<file path="src/rtl/ex9_sel_sequencer.sv">
// Select sequencer for the EX_9 6:1 priority mux: walks g through a..e, then back to f,
// holding each program step for DWELL cycles under a start/busy/done handshake.
module ex9_sel_sequencer #(
  parameter int DWELL = 8,
  parameter int CW    = 16
) (
  input  logic       clk,
  input  logic       rst,
  input  logic       start,
  input  logic       loop,
  input  logic       stop,
  input  logic       hold,
  output logic       sel1,
  output logic       sel2,
  output logic       sel3,
  output logic       sel4,
  output logic       sel5,
  output logic [2:0] step,
  output logic       busy,
  output logic       done
);

  typedef enum logic [1:0] {IDLE, RUN, DONE} state_t;

  localparam logic [CW-1:0] LAST_CNT  = CW'(DWELL - 1);
  localparam logic [2:0]    LAST_STEP = 3'd4;

  state_t        state_reg;
  logic [CW-1:0] cnt_reg;
  logic [2:0]    step_reg;
  logic [4:0]    sels_reg;
  logic          busy_reg;
  logic          done_reg;
  logic          loop_reg;

  logic [2:0]    step_next;

  // Step 1 is deliberately two-hot so EX_9's sel2-over-sel3 priority gets exercised.
  function automatic logic [4:0] pattern(input logic [2:0] s);
    case (s)
      3'd0:    pattern = 5'b10000;
      3'd1:    pattern = 5'b01100;
      3'd2:    pattern = 5'b01000;
      3'd3:    pattern = 5'b00010;
      3'd4:    pattern = 5'b00001;
      default: pattern = 5'b00000;
    endcase
  endfunction

  assign step_next = step_reg + 3'd1;

  always_ff @(posedge clk or posedge rst) begin
    if (rst) begin
      state_reg <= IDLE;
      cnt_reg   <= '0;
      step_reg  <= '0;
      sels_reg  <= '0;
      busy_reg  <= 1'b0;
      done_reg  <= 1'b0;
      loop_reg  <= 1'b0;
    end else begin
      case (state_reg)
        IDLE: begin
          done_reg <= 1'b0;
          if (start) begin
            state_reg <= RUN;
            cnt_reg   <= '0;
            step_reg  <= 3'd0;
            sels_reg  <= pattern(3'd0);
            busy_reg  <= 1'b1;
            loop_reg  <= loop;
          end
        end

        RUN: begin
          // stop outranks both hold and a pending step advance.
          if (stop) begin
            state_reg <= DONE;
            cnt_reg   <= '0;
            step_reg  <= '0;
            sels_reg  <= '0;
            busy_reg  <= 1'b0;
            done_reg  <= 1'b1;
          end else if (!hold) begin
            if (cnt_reg == LAST_CNT) begin
              cnt_reg <= '0;
              if (step_reg != LAST_STEP) begin
                step_reg <= step_next;
                sels_reg <= pattern(step_next);
              end else if (loop_reg) begin
                step_reg <= 3'd0;
                sels_reg <= pattern(3'd0);
              end else begin
                state_reg <= DONE;
                step_reg  <= '0;
                sels_reg  <= '0;
                busy_reg  <= 1'b0;
                done_reg  <= 1'b1;
              end
            end else begin
              cnt_reg <= cnt_reg + 1'b1;
            end
          end
        end

        DONE: begin
          state_reg <= IDLE;
          done_reg  <= 1'b0;
        end

        default: begin
          state_reg <= IDLE;
          cnt_reg   <= '0;
          step_reg  <= '0;
          sels_reg  <= '0;
          busy_reg  <= 1'b0;
          done_reg  <= 1'b0;
        end
      endcase
    end
  end

  assign {sel1, sel2, sel3, sel4, sel5} = sels_reg;
  assign step = step_reg;
  assign busy = busy_reg;
  assign done = done_reg;

endmodule

</file>
<file path="config.mk">
export PLATFORM = sky130hd
export DESIGN_NAME = ex9_sel_sequencer
export DESIGN_NICKNAME = d
export VERILOG_FILES = /design/src/rtl/ex9_sel_sequencer.sv
export SDC_FILE = /design/constraint.sdc
export NUM_CORES = 1
export LEC_CHECK = 0
export CORE_MARGIN = 2
export CORE_UTILIZATION = 42
export DETAILED_ROUTE_END_ITERATION = 12
export PLACE_DENSITY_LB_ADDON = 0.25
export SLEW_MARGIN = 40
export SYNTH_ARGS = -nofsm -noshare
export SYNTH_HDL_FRONTEND = slang
export SYNTH_SLANG_ARGS = --single-unit
</file>
<file path="constraint.sdc">
create_clock -name clk -period 2.35 [get_ports clk]
set_input_delay 0.235 -clock clk [delete_from_list [all_inputs] [get_ports clk]]
set_output_delay 0.235 -clock clk [all_outputs]
set_load 0.1 [all_outputs]
</file>
==> results of run 1 <==
-- report_power, final --
part	total (uW)	switching (uW)	leakage [uW]	internal (uW)
Sequential	630	71.5	0.000392	559
Combinational	576	428	0.000374	149
Clock	411	179	0.0000443	232
-- worst max-delay path by stage --
| stage | slack, ns | from | end |
|---|---|---|---|
| 2_1_floorplan | 0.006 | step[0]$_DFFE_PP0P_ | sels_reg[1]$_DFFE_PP0P_ |
| 3_3_place_gp | 0.26 | stop | cnt_reg[14]$_DFFE_PP0P_ |
| 3_5_place_dp | 0.18 | stop | cnt_reg[15]$_DFFE_PP0P_ |
| 4_1_cts | 0.27 | cnt_reg[0]$_DFFE_PP0P_ | sels_reg[1]$_DFFE_PP0P_ |
| 5_1_grt | 0.12 | cnt_reg[0]$_DFFE_PP0P_ | sels_reg[1]$_DFFE_PP0P_ |
| 6_report | 0.26 | cnt_reg[0]$_DFFE_PP0P_ | sels_reg[1]$_DFFE_PP0P_ |
-- final cells by class --
class	instances	area [um^2]
Inverter	8	30.03
Clock buffer	7	86.33
Timing Repair Buffer	18	147.6
Multi-Input combinational cell	132	972.2
Sequential cell	29	725.7
Tap cell	50	62.56
Fill cell	378	2004
-- per-layer routing --
metal	wire, um	share of wire, %
met2	1680	44
met4	51	1.4
met5	0	0
met1	1862	49
met3	183	4.8
-- metrics by stage --
stage,instances,area [um^2]
CTS,244,2024
detailed placement,237,1938
finish,244,2024
global placement,237,1938
global route,244,2024
floorplan,176,1765
-- cell families after synthesis --
| logic type | synth area share (%) |
|---|---|
| multiplexers | 3.047 |
| buffers and inverters | 3.827 |
| flip-flops | 41.11 |
| AND/OR/NAND/NOR | 24.73 |
| AO/OA/AOI/OAI | 21.12 |
| XOR/XNOR | 0.4962 |
| adder cells (fa/ha/maj) | 5.670 |
-- critical path: stages (launching register included) --
cell and delay (ns):
dfrtp_1 0.41, ha_1 0.26, and4bb_2 0.27, nand4_2 0.14, a21oi_4 0.49, mux2_1 0.39
-- synth_stat cells (6+ instances only) --
cell	count	area [um^2]
nand2_1	16	60.06
a21oi_1	13	65.06
dfrtp_1	29	725.7
o31ai_1	11	82.58
or4_1	9	67.56
nand3_1	6	30.03
inv_1	8	30.03
ha_1	8	100.1
o21ai_0	9	45.04
==> results.json, run 1 <==
{
  "cts_post_setup_buffers_inserted": 0,
  "min_path_type": "input pin to asynchronous set/reset pin",
  "antenna_found_initial": 0,
  "syn-instance-count": 176,
  "rsz0062_at_grt": "no",
  "cap_violations": 0,
  "ir_drop_mv": 0.5681,
  "antennaDiodeCount": 0,
  "layout_commonest_cell": "dfrtp_1",
  "synth.distinct_cells": 48,
  "routedWlPerCell_um": 15.48,
  "cp-start-kind": "flip-flop",
  "cp.arrival_ns": 2.25,
  "final_cell_mix": "29 x dfrtp_1, 16 x nand2_1, 13 x a21oi_1, 13 x buf_4, 11 x o31ai_1",
  "fin_crit_sh_pct": 88.88,
  "globalplace.congestion": 0.7867,
  "ys.flop_type": "dfrtp_1",
  "slew_headroom_pct": 57.72,
  "finalHoldViolCount": 0,
  "finalSetupViolCount": 0,
  "tns_ns": 0,
  "wl_mm": 3.777,
  "drive_gt1_share_pct": 17.01,
  "clock-root-buffer": "clkbuf_8",
  "fin_skew_ns": 0.004119,
  "tightest_slew_ns": 0.6342,
  "crit_fanout": 17,
  "fp.dieArea_mm2": 0.004738,
  "grt_pass1_wl_mm": 6.527,
  "boundaryPins": 16,
  "ys_seq_area_share_pct": 41.11,
  "avgSynthCellArea_um2": 10.03,
  "synthToLayoutAreaGrowth_pct": 14.67,
  "core_mm2": 0.004029,
  "p_per_area_mw_per_mm2": 799.0,
  "vias_per_cell": 5.918,
  "utilization_pct": 50.25,
  "synthArstFlopShare_pct": 100.0,
  "placementRows": 23,
  "period_minus_slack_ns": 2.089,
  "leakagePower_uw": 0.0008107,
  "cts.reportedPaths.clkPinSlew_ns": 0.06,
  "die_w_um": 68.84,
  "largest_reg_flops": 16,
  "dp_slack_ns": 0.1841,
  "r2r_cells": 5,
  "synth_edf_count": 0,
  "antenna_left": 0,
  "rrSetupSlack_ns": 0.26,
  "yosys_register_bits": 29,
  "clock_latency_ns": 0.28,
  "cts_tree": "done",
  "ctsResizeCount": 0,
  "status": "completed",
  "die_y_um": 68.84,
  "route.detailed.drc": 0,
  "grt_overflow": 0,
  "netlist_area_mm2": 0.001765,
  "grt_util_met3_pct": 6.818,
  "drv_slew": 0,
  "nets": 208,
  "total_power_uw": 1617,
  "drtIter0Drc": 97,
  "fmax_ghz": 0.4787,
  "cts_sinks": 29,
  "synth_nets": 190,
  "r2r_start": "cnt_reg[0]$_DFFE_PP0P_",
  "worst_setup_path_end_kind": "flip-flop",
  "grt_max_degree": 30,
  "crit_required_ns": 2.51,
  "htree_levels": 2,
  "ys_warn_count": 0,
  "hold_ws_ns": 0.3243,
  "drt_first_pass_iters": 4,
  "io_buffers": 15,
  "cts_hold_buffers": 0,
  "cts_inserted_buffers": 5,
  "met1_usage_pct": 27.40,
  "num_vias": 1444,
  "setup_ws_ns": 0.2612,
  "start_util_pct": 43.82,
  "dp_hpwl_mm": 2.619,
  "cts_buffer_depth": 2,
  "critical_path_class": "flip-flop to flip-flop",
  "first_global_vias": 1337,
  "met2_usage_pct": 25.72,
  "r2r_end": "sels_reg[1]$_DFFE_PP0P_",
  "track_usage_pct": 18.84,
  "busiest_layer": "met1"
}
Note: power is estimated with default switching activity, not from simulation.
==> run 2: changes to the inputs <==
--- a/config.mk
+++ b/config.mk
@@ -5,6 +5,7 @@
 export SDC_FILE = /design/constraint.sdc
 export NUM_CORES = 1
 export LEC_CHECK = 0
+export CAP_MARGIN = 30
 export CORE_MARGIN = 2
 export CORE_UTILIZATION = 42
 export DETAILED_ROUTE_END_ITERATION = 12
==> results of run 2 <==
No change in the layout: final DEF, timing and power equal those of run 1.
==> run 3: changes to the inputs <==
==> constraint.sdc (replaced) <==
create_clock -name clk -period 2.1 [get_ports clk]
set_input_delay 0.21 -clock clk [delete_from_list [all_inputs] [get_ports clk]]
set_output_delay 0.21 -clock clk [all_outputs]
set_load 0.1 [all_outputs]
==> run 3 against run 2 <==
  * Die area did not move
  * Sequential power rose by 12%
  * Hold slack got worse by 0.023 ns
  * Critical path depth fell by 1
  * Clock power rose by 24%
  * Design area rose by 3.2%
  * Register-to-register slack got worse by 0.09 ns
  * Non-clock buffer count rose by 6
  * Sequential share of layout area fell by 0.92 points
  * Critical path type unchanged
  * Largest cell class unchanged
==> results.json, run 3 (synthesis results as in run 1) <==
{
  "status": "completed",
  "antenna_found_initial": 0,
  "num_vias": 1490,
  "start_util_pct": 43.82,
  "final-instance-count-excl-fill": 251,
  "dp.cells": 243,
  "worst_setup_path_end_kind": "flip-flop",
  "vias_per_cell": 5.936,
  "path_cells": "nand4bb_1 -> o2111ai_2 -> or4_1 -> a21oi_1",
  "ir_drop_mv": 0.4321,
  "die_y_um": 68.84,
  "internal_power_uw": 1106,
  "cp-start-kind": "flip-flop",
  "comb_power_share_pct": 35.7,
  "pwr-share-seq_pct": 37.3,
  "first_global_vias": 1347,
  "antennaDiodeCount": 0,
  "crit_fanout": 15,
  "boundaryPins": 16,
  "rsz0062_at_grt": "no",
  "critPathTopFamily": "simple AND/OR/NAND/NOR gates",
  "core_mm2": 0.004029,
  "globalplace.congestion": 0.7743,
  "synthToLayoutAreaGrowth_pct": 18.28,
  "tightest_slew_ns": 0.5949,
  "placed_area_mm2": 0.001986,
  "fin_skew_ns": 0.008505,
  "dp_hpwl_mm": 2.895,
  "p_per_area_mw_per_mm2": 904.6,
  "switchingPower_uw": 782.8,
  "track_usage_pct": 18.61,
  "finalHoldViolCount": 0,
  "critPathBufInv": 0,
  "final_cell_mix": "26 x dfrtp_1, 19 x buf_4, 16 x nand2_1",
  "crit_slowest_cell": "or4_1",
  "clock_latency_ns": 0.28,
  "placementRows": 23,
  "cts_inserted_buffers": 5,
  "fp.dieArea_mm2": 0.004738,
  "layout_commonest_cell": "dfrtp_1",
  "cts_sinks": 29,
  "drv_slew": 0,
  "leakagePower_uw": 0.0008459,
  "cts_buffer_depth": 2,
  "drtIter0Drc": 82,
  "fin_area_mm2": 0.002088,
  "die_w_um": 68.84,
  "fmax_ghz": 0.5186,
  "finalSetupViolCount": 0,
  "crit_required_ns": 2.30,
  "antenna_left": 0,
  "fin_crit_sh_pct": 91.82,
  "total_power_uw": 1889,
  "p_sw_share_pct": 41.44,
  "route.detailed.drc": 0,
  "nets": 214,
  "clock-root-buffer": "clkbuf_8",
  "drt_first_pass_iters": 4,
  "grt_pass1_wl_mm": 6.430,
  "critical_path_class": "flip-flop to flip-flop",
  "cts.reportedPaths.clkPinSlew_ns": 0.07,
  "io_buffers": 15,
  "rrSetupSlack_ns": 0.17,
  "drive_gt1_share_pct": 21.89,
  "largest_reg_flops": 16,
  "min_path_type": "input pin to asynchronous set/reset pin",
  "power_frac_clock_pct": 27.0,
  "wl_mm": 3.999,
  "htree_levels": 2,
  "routedWlPerCell_um": 15.93,
  "slew_headroom_pct": 60.34,
  "grt_overflow": 0,
  "period_minus_slack_ns": 1.928,
  "cts_tree": "done",
  "cp.arrival_ns": 2.12,
  "cts_hold_buffers": 0,
  "cts_post_setup_buffers_inserted": 0,
  "grt_max_degree": 30,
  "slowest_delay_ns": 0.58,
  "cap_violations": 0
}
run 3: worst reg2reg max path: stages, from the launching register on:
cell,delay (ns)
dfrtp_1,0.53
nand4bb_1,0.22
o2111ai_2,0.35
or4_1,0.59
a21oi_1,0.17
run 3: path summary, 6_finish.rpt:
check,to,cells after the start,start
worst min-delay path,done$_DFFE_PP0P_,3,rst
min in group clk,sels_reg[1]$_DFFE_PP0P_,1,sels_reg[1]$_DFFE_PP0P_
worst max register to register,cnt_reg[11]$_DFFE_PP0P_,4,state_reg[0]$_DFFE_PP0P_
max in group asynchronous,step[0]$_DFFE_PP0P_,3,rst
worst max-delay path,cnt_reg[11]$_DFFE_PP0P_,4,state_reg[0]$_DFFE_PP0P_
worst min register to register,sels_reg[1]$_DFFE_PP0P_,1,sels_reg[1]$_DFFE_PP0P_
run 3: metrics by stage:
step,utilization [%],hold WS (ns),worst slack [ns],TNS [ns]
final,51.83,0.3018,0.1719,0
after global routing,51.83,0.3625,0.003842,0
after CTS,51.80,0.3187,0.08637,0
after detailed placement,49.29,0.4817,-0.04813,-0.1669
after global placement,49.29,0.4755,0.05690,0
after floorplan,-,0.2880,0.05480,0
run 3: repair_timing:
action	in CTS	in global routing
resized for setup	0	1
setup endpoints to repair	0	8
endpoints found under the hold margin	0	0
run 3: area by class of cell:
| class | count | area (um^2) |
|---|---|---|
| timing repair buffer | 24 | 192.7 |
| sequential | 29 | 729.5 |
| clock buffer | 7 | 96.34 |
| tap | 50 | 62.56 |
| clock inverter | 1 | 5.005 |
| inverter | 8 | 30.03 |
| fill | 369 | 1941 |
| multi-input combinational | 132 | 972.2 |
run 3: power by group through the flow:
| stage | combinational [uW] | clock, uW | sequential (uW) |
|---|---|---|---|
| after CTS | 681 | 518 | 704 |
| after global placement | 663 | 0 | 708 |
| final | 675 | 509 | 704 |
| after global routing | 718 | 550 | 716 |
| after detailed placement | 678 | 0 | 714 |
| after floorplan | 253 | 0 | 967 |
run 3: routing by layer:
| metal | GRT usage [%] | vias to the layer above | routed length, um |
|---|---|---|---|
| met3 | 3.896 | 5 | 203 |
| met1 | 25.20 | 711 | 1835 |
| li1 | - | 725 | - |
| met2 | 30.17 | 49 | 1926 |
| met4 | 5.147 | 0 | 34 |
| met5 | 0 | - | 0 |
